**config.mk**
```make
export PLATFORM = sky130hd
export DESIGN_NAME = fetch_align_queue
export DESIGN_NICKNAME = d
export VERILOG_FILES = /design/src/rtl/fetch_align_queue.sv
export SDC_FILE = /design/constraint.sdc
export NUM_CORES = 1
export LEC_CHECK = 0
export CELL_PAD_IN_SITES_DETAIL_PLACEMENT = 1
export CELL_PAD_IN_SITES_GLOBAL_PLACEMENT = 2
export CORE_MARGIN = 5
export CORE_UTILIZATION = 35
export CTS_CLUSTER_DIAMETER = 120
export DETAILED_ROUTE_END_ITERATION = 10
export GPL_ROUTABILITY_DRIVEN = 0
export GPL_TIMING_DRIVEN = 0
export PLACE_DENSITY_LB_ADDON = 0.1
export SLEW_MARGIN = 30
export SYNTH_ARGS = -nofsm -noshare
export SYNTH_HDL_FRONTEND = slang
export SYNTH_SLANG_ARGS = --single-unit
```
**constraint.sdc**
```tcl
create_clock -name clk -period 7.7 [get_ports clk]
set_input_delay 2.31 -clock clk [delete_from_list [all_inputs] [get_ports clk]]
set_output_delay 2.31 -clock clk [all_outputs]
set_load 0.1 [all_outputs]
```
**src/rtl/fetch_align_queue.sv**
```systemverilog
// ---------------------------------------------------------------------------
// fetch_align_queue
//
// Halfword prefetch queue and instruction aligner sitting between the
// instruction memory and the compressed decoder. Memory beats of FETCH_HW
// halfwords are buffered in a small shift queue. The head is presented as one
// instruction per handshake: 16-bit when hw0[1:0] != 2'b11, otherwise 32-bit.
// A 32-bit instruction whose halves arrive in different beats is presented
// once both halves are queued.
//
// Ports
//   clk, rst_n        clock, asynchronous active-low reset
//   Redirect          flush the queue and restart fetching at RedirectPC
//   RedirectPC        new PC (bit 0 ignored)
//   MemReq/MemAddr    beat-aligned fetch request, held until MemGnt
//   MemGnt            request accepted this cycle
//   MemRValid/MemRData in-order read response, halfword 0 at lowest address
//   InstValid/InstReady instruction handshake towards the decoder
//   InstData          {16'h0,hw0} when compressed, else {hw1,hw0}
//   InstCompressed    InstData holds a 16-bit instruction
//   InstPC            address of InstData
//   InstIllegal       head halfword is the defined-illegal 16'h0000
//
// Configuration
//   ALIGN_ILLEGAL_CHECK_EN  when defined, InstIllegal flags a 16'h0000 head
//                           (still presented and popped as compressed);
//                           when undefined, InstIllegal is tied to 0.
// ---------------------------------------------------------------------------
module fetch_align_queue #(
  parameter int                ADDR_W   = 32,
  parameter int                FETCH_HW = 2,   // 1 or 2
  parameter int                QUEUE_HW = 6,   // >= 2*FETCH_HW+2
  parameter logic [ADDR_W-1:0] RESET_PC = '0
) (
  input  logic                  clk,
  input  logic                  rst_n,
  input  logic                  Redirect,
  input  logic [ADDR_W-1:0]     RedirectPC,
  output logic                  MemReq,
  output logic [ADDR_W-1:0]     MemAddr,
  input  logic                  MemGnt,
  input  logic                  MemRValid,
  input  logic [16*FETCH_HW-1:0] MemRData,
  output logic                  InstValid,
  input  logic                  InstReady,
  output logic [31:0]           InstData,
  output logic                  InstCompressed,
  output logic [ADDR_W-1:0]     InstPC,
  output logic                  InstIllegal
);

  localparam int QW         = 16 * QUEUE_HW;
  localparam int BW         = 16 * FETCH_HW;
  localparam int CNT_W      = $clog2(QUEUE_HW + 1);
  localparam int BEAT_BYTES = 2 * FETCH_HW;

  localparam logic [ADDR_W-1:0] BEAT_MASK  = ADDR_W'(BEAT_BYTES - 1);
  localparam logic [CNT_W-1:0]  FETCH_CNT  = CNT_W'(FETCH_HW);
  // Highest post-update occupancy that still leaves room for a whole beat.
  localparam logic [CNT_W-1:0]  ISSUE_MAX  = CNT_W'(QUEUE_HW - FETCH_HW);
  // Only a two-halfword beat can start on its upper halfword.
  localparam bit                ALIGN_DROP = (FETCH_HW == 2);

  // Queue state: halfword i of the queue lives in qData[16*i +: 16]; the
  // head is always at index 0 so the output decode needs no pointer mux.
  logic [QW-1:0]     qData;
  logic [CNT_W-1:0]  qCount;

  logic [ADDR_W-1:0] fetchPtr;     // next beat address to request
  logic [ADDR_W-1:0] pcReg;        // address of the queue head
  logic [ADDR_W-1:0] memAddrReg;
  logic              memReqReg;
  logic              outstanding;  // granted beat awaiting its response
  logic              discard;      // the in-flight beat belongs to a stale PC
  logic              dropFirst;    // next accepted beat starts on hw1

  // Head decode
  logic [15:0]       hw0;
  logic [15:0]       hw1;
  logic              headCompressed;
  logic              instValid;
  logic              transfer;

  // Queue update
  logic              rspAccept;
  logic [CNT_W-1:0]  popCnt;
  logic [CNT_W-1:0]  pushCnt;
  logic [CNT_W-1:0]  baseCnt;
  logic [CNT_W-1:0]  countNext;
  logic [BW-1:0]     pushData;
  logic [QW-1:0]     shifted;
  logic [QW-1:0]     keepMask;
  logic [QW-1:0]     pushExt;
  logic [QW-1:0]     qNext;

  // Request control
  logic              stalePending;
  logic              canIssue;

  assign hw0            = qData[15:0];
  assign hw1            = qData[31:16];
  assign headCompressed = (hw0[1:0] != 2'b11);
  assign instValid      = ((qCount >= CNT_W'(1)) && headCompressed) ||
                          (qCount >= CNT_W'(2));
  // A redirect wins over a same-cycle handshake: nothing is consumed.
  assign transfer       = instValid && InstReady && !Redirect;
  // Responses are only trusted for a live, non-stale beat; this also ignores
  // a response that straggles in after reset.
  assign rspAccept      = MemRValid && outstanding && !discard && !Redirect;

  // Something from before a redirect is still in flight on the memory side.
  assign stalePending   = memReqReg || (outstanding && !MemRValid);

  // NOTE: every always_comb output gets a default before any condition so
  // no path leaves a value unassigned and no latch is inferred.
  always_comb begin
    popCnt   = '0;
    pushCnt  = '0;
    pushData = MemRData;
    if (transfer) begin
      popCnt = headCompressed ? CNT_W'(1) : CNT_W'(2);
    end
    if (rspAccept) begin
      pushCnt = dropFirst ? CNT_W'(1) : FETCH_CNT;
    end
    if (dropFirst) begin
      pushData = MemRData >> 16;
    end

    baseCnt   = qCount - popCnt;
    countNext = baseCnt + pushCnt;

    // Pop by shifting toward the head, then lay the pushed halfwords in
    // directly behind the survivors; slots above the occupancy stay zero.
    shifted  = qData >> (16 * popCnt);
    keepMask = ~({QW{1'b1}} << (16 * baseCnt));
    pushExt  = QW'(pushData) << (16 * baseCnt);
    qNext    = (shifted & keepMask) | (rspAccept ? pushExt : '0);

    // A new beat is requested only when nothing is in flight and the queue,
    // after this cycle's push and pop, still has room for all of it.
    canIssue = !(outstanding && !MemRValid) &&
               !(discard && outstanding && MemRValid ? 1'b0 : discard) &&
               (countNext <= ISSUE_MAX);
  end

  // NOTE: sequential state uses non-blocking assignments only, so every
  // register samples the pre-edge values regardless of statement order.
  always_ff @(posedge clk or negedge rst_n) begin
    if (!rst_n) begin
      // NOTE: the queue storage is a handful of flops, so it is cleared with
      // the control state; nothing reads it before the occupancy says so.
      qData       <= '0;
      qCount      <= '0;
      fetchPtr    <= RESET_PC & ~BEAT_MASK;
      pcReg       <= RESET_PC;
      memAddrReg  <= RESET_PC & ~BEAT_MASK;
      memReqReg   <= 1'b0;
      outstanding <= 1'b0;
      discard     <= 1'b0;
      dropFirst   <= ALIGN_DROP && RESET_PC[1];
    end else begin
      // At most one beat in flight: a grant opens it, a response closes it.
      if (memReqReg && MemGnt) begin
        outstanding <= 1'b1;
      end else if (MemRValid) begin
        outstanding <= 1'b0;
      end

      if (Redirect) begin
        qData     <= '0;
        qCount    <= '0;
        pcReg     <= {RedirectPC[ADDR_W-1:1], 1'b0};
        fetchPtr  <= RedirectPC & ~BEAT_MASK;
        dropFirst <= ALIGN_DROP && RedirectPC[1];
        discard   <= stalePending;
        if (memReqReg) begin
          // An ungranted request must stay stable; its data is dropped later.
          memReqReg <= !MemGnt;
        end else if (!stalePending) begin
          memReqReg  <= 1'b1;
          memAddrReg <= RedirectPC & ~BEAT_MASK;
        end
      end else begin
        qData  <= qNext;
        qCount <= countNext;
        if (transfer) begin
          pcReg <= pcReg + (headCompressed ? ADDR_W'(2) : ADDR_W'(4));
        end
        if (rspAccept) begin
          dropFirst <= 1'b0;
        end
        if (discard && outstanding && MemRValid) begin
          discard <= 1'b0;
        end
        // A stale grant must not advance the pointer of the new stream.
        if (memReqReg && MemGnt && !discard) begin
          fetchPtr <= fetchPtr + ADDR_W'(BEAT_BYTES);
        end
        if (memReqReg) begin
          memReqReg <= !MemGnt;
        end else if (canIssue) begin
          memReqReg  <= 1'b1;
          memAddrReg <= fetchPtr;
        end
      end
    end
  end

  assign MemReq         = memReqReg;
  assign MemAddr        = memAddrReg;
  assign InstValid      = instValid;
  assign InstData       = headCompressed ? {16'h0000, hw0} : {hw1, hw0};
  assign InstCompressed = headCompressed;
  assign InstPC         = pcReg;

`ifdef ALIGN_ILLEGAL_CHECK_EN
  // 16'h0000 has low bits 2'b00, so it is already handled as compressed.
  assign InstIllegal = instValid && (hw0 == 16'h0000);
`else
  assign InstIllegal = 1'b0;
`endif

endmodule

```
==> qor.yml <==
status: "finished, final reports clean"
drc: 0
clk_latency_ns: 0.46
num_antenna_cells: 0
finalPower_uw: 3940
grt_pass1_wl_mm: 76.4
placed_cells: 1892
crit_buf_inv: 6
antenna_found_initial: 2
maxCapViolations: 0
rows: 66
grt_pass1_vias: 12200
ys_warn_count: 0
yosys.area.top_type: "dfrtp_1"
ys_seq_area_frac: 0.418
skew_ns: 0.0135
numPortBuffers: 165
cp.required_ns: 8.05
clockBufferDepth: 2
core-area_mm2: 0.0327
worstSetupPathType: "input port to flop"
cts-buffers-inserted: 17
worstPathArrival_ns: 7.66
path_cells: "clkdlybuf4s50_1 -> inv_1 -> nand4_1 -> inv_1 -> buf_2 -> buf_1 -> fa_1 -> fa_1 -> nor2b_1 -> o31ai_1 -> clkbuf_1 -> mux2_2"
fmax_mhz: 137
synth_ff_type: "dfrtp_1"
grt_setup_unrepaired: "false"
syn_area_per_cell_um2: 9.11
synthCells: 1280
path_max_fanout: 10
finalCriticalPeriod_ns: 7.31
wirelength_mm: 51.4
start_util: 0.357
setup_viol: 0
yosysMostFrequentCell: "dfrtp_1"
ir_drop_mv: 0.308
maxSlewViolCount: 0
die-width_um: 193
postSynth.asyncResetShare: 1.00
hold_path.class: "flop to flop"
p_leak_uw: 0.00604
placed_area_mm2: 0.0140
grt_max_degree: 74
cts_max_level: 4
synth.area.top_cells: "dfrtp_1 42%, mux2_2 5.1%, nand2_1 4.8%"
slowest_delay_ns: 0.70
final_nets: 1547
num_vias: 11400
syn_area_mm2: 0.0117
netlist.area_leader.share: 0.418
crit_slowest_cell: "o31ai_1"
firstDrtPassIters: 5
wl_per_cell_um: 26.7
clk_pin_slew_worst_paths_ns: 0.08
grt-ovfl-total: 0
worst_slew_pin_slew_ns: 1.02
power_density_mw_per_mm2: 270
layout-drive-gt1-share: 0.113
ctsResizeCount: 0
ys_types: 68
startpoint_type: "input port"
area_growth_pct: 25.1
path_delay_family: "buffers and inverters"
min_period_over_period: 0.950
vias_per_cell: 5.92
tritoncts: "done"
fin_cells: 1924
slew_headroom: 0.317
cts.sinks: 195
drt_iter0_markers: 716
cts-root-buf: "clkbuf_16"
hpwl_mm: 35.9
synth-seq-cells: 195
synth_commonest_cells: "195 x dfrtp_1, 148 x nand2_1, 100 x o21ai_0"
synth_edf_count: 0
die_h_um: 193
finalHoldViolCount: 0
detail-route-antenna-nets: 0
finalHoldWorstSlack_ns: 0.486
io_pins: 170
fin_area_mm2: 0.0146
cp-end-kind: "flop"
grt_use_total: 0.277
die_area_mm2: 0.0371
==> cell type report <==
| type | count | area [um2] |
|---|---|---|
| fillers | 3857 | 18100 |
| inverters | 19 | 71.3 |
| clock buffers | 20 | 457 |
| multi-input cells | 959 | 6240 |
| clock inverters | 11 | 150 |
| repair buffers | 170 | 1720 |
| flip-flops and latches | 195 | 4880 |
| well taps | 442 | 553 |
| plain buffers | 108 | 528 |
==> metal layers <==
layer	global-route usage	vias up	part of all wire
li1	-	5068	-
met5	0	-	0.00014
met1	0.358	5819	0.42
met4	0.109	2	0.037
met3	0.0459	109	0.053
met2	0.466	395	0.49
==> worst paths after layout <==
path,from,to,slack (ns),depth (start not counted)
max in group asynchronous,rst_n,qData[90],5.13,2
worst max-delay path,Redirect,MemAddr[25],0.39,12
worst max register to register,qData[0],qData[0],1.94,14
worst min-delay path,MemAddr[7],MemAddr[7],0.49,2
min in group asynchronous,rst_n,qData[10],1.78,1
worst min register to register,MemAddr[7],MemAddr[7],0.49,2
==> worst register-to-register path, cell delays in order, from the launching register on <==
cell	delay, ns
dfrtp_1	0.42
and2_1	0.20
clkinv_1	0.45
nand4_1	0.55
inv_1	0.09
buf_2	0.21
buf_1	0.37
fa_1	0.54
xnor2_1	0.47
buf_2	0.35
nand2_1	0.40
or3_1	0.45
clkbuf_1	0.25
nand2_1	0.55
o22ai_1	0.26
==> cells in the final DEF (no fill, tap or decap), types with 25 or more instances in the layout <==
cell / n
o22ai_1: 29
o21ai_0: 99
clkdlybuf4s50_1: 161
xnor2_1: 25
clkbuf_1: 61
nand2_1: 148
and3_1: 39
dfrtp_1: 195
nand3_1: 52
mux2i_1: 32
nor2_1: 86
mux2_2: 53
a21oi_1: 63
==> per-stage QoR <==
stage           util  setup TNS, ns  worst slack [ns]
2_1_floorplan      -              0              1.90
3_3_place_gp   0.424        -951.08             -4.68
3_5_place_dp   0.428         -32.00            -0.811
4_1_cts        0.446              0             0.391
5_1_grt        0.446              0             0.209
6_report       0.446              0             0.387
==> power by group <==
group	internal [uW]	switching, uW	total (uW)	leakage (uW)
logic	404	1300	1700	0.00324
registers	1160	111	1270	0.00250
clock network	530	440	971	0.000293
==> what timing repair did <==
| item | in CTS | in global routing |
|---|---|---|
| buffers inserted | 1 | 0 |
| setup endpoints to repair | 26 | 0 |
| hold endpoints to repair | 0 | 0 |
| hold buffers | 0 | 0 |
==> registers in the layout (all words and copies together) (netlist names) <==
name,flops
qData,96
dropFirst,1
qCount,3
MemReq,1
InstPC,31
MemAddr,31
outstanding,1
discard,1
fetchPtr,30
==> cell families (layout without fill, tap and decap cells) <==
logic type | count (synthesis) | in the layout | synth area share
compound gates | 333 | 333 | 0.186
xor+xnor | 34 | 34 | 0.0255
fa+ha+maj | 7 | 7 | 0.00944
buf+inv | 127 | 328 | 0.0513
flops | 195 | 195 | 0.418
mux | 108 | 108 | 0.107
other cells | 1 | 2 | 0.000322
simple gates | 475 | 475 | 0.201
Note: power is estimated with default switching activity, not from simulation.
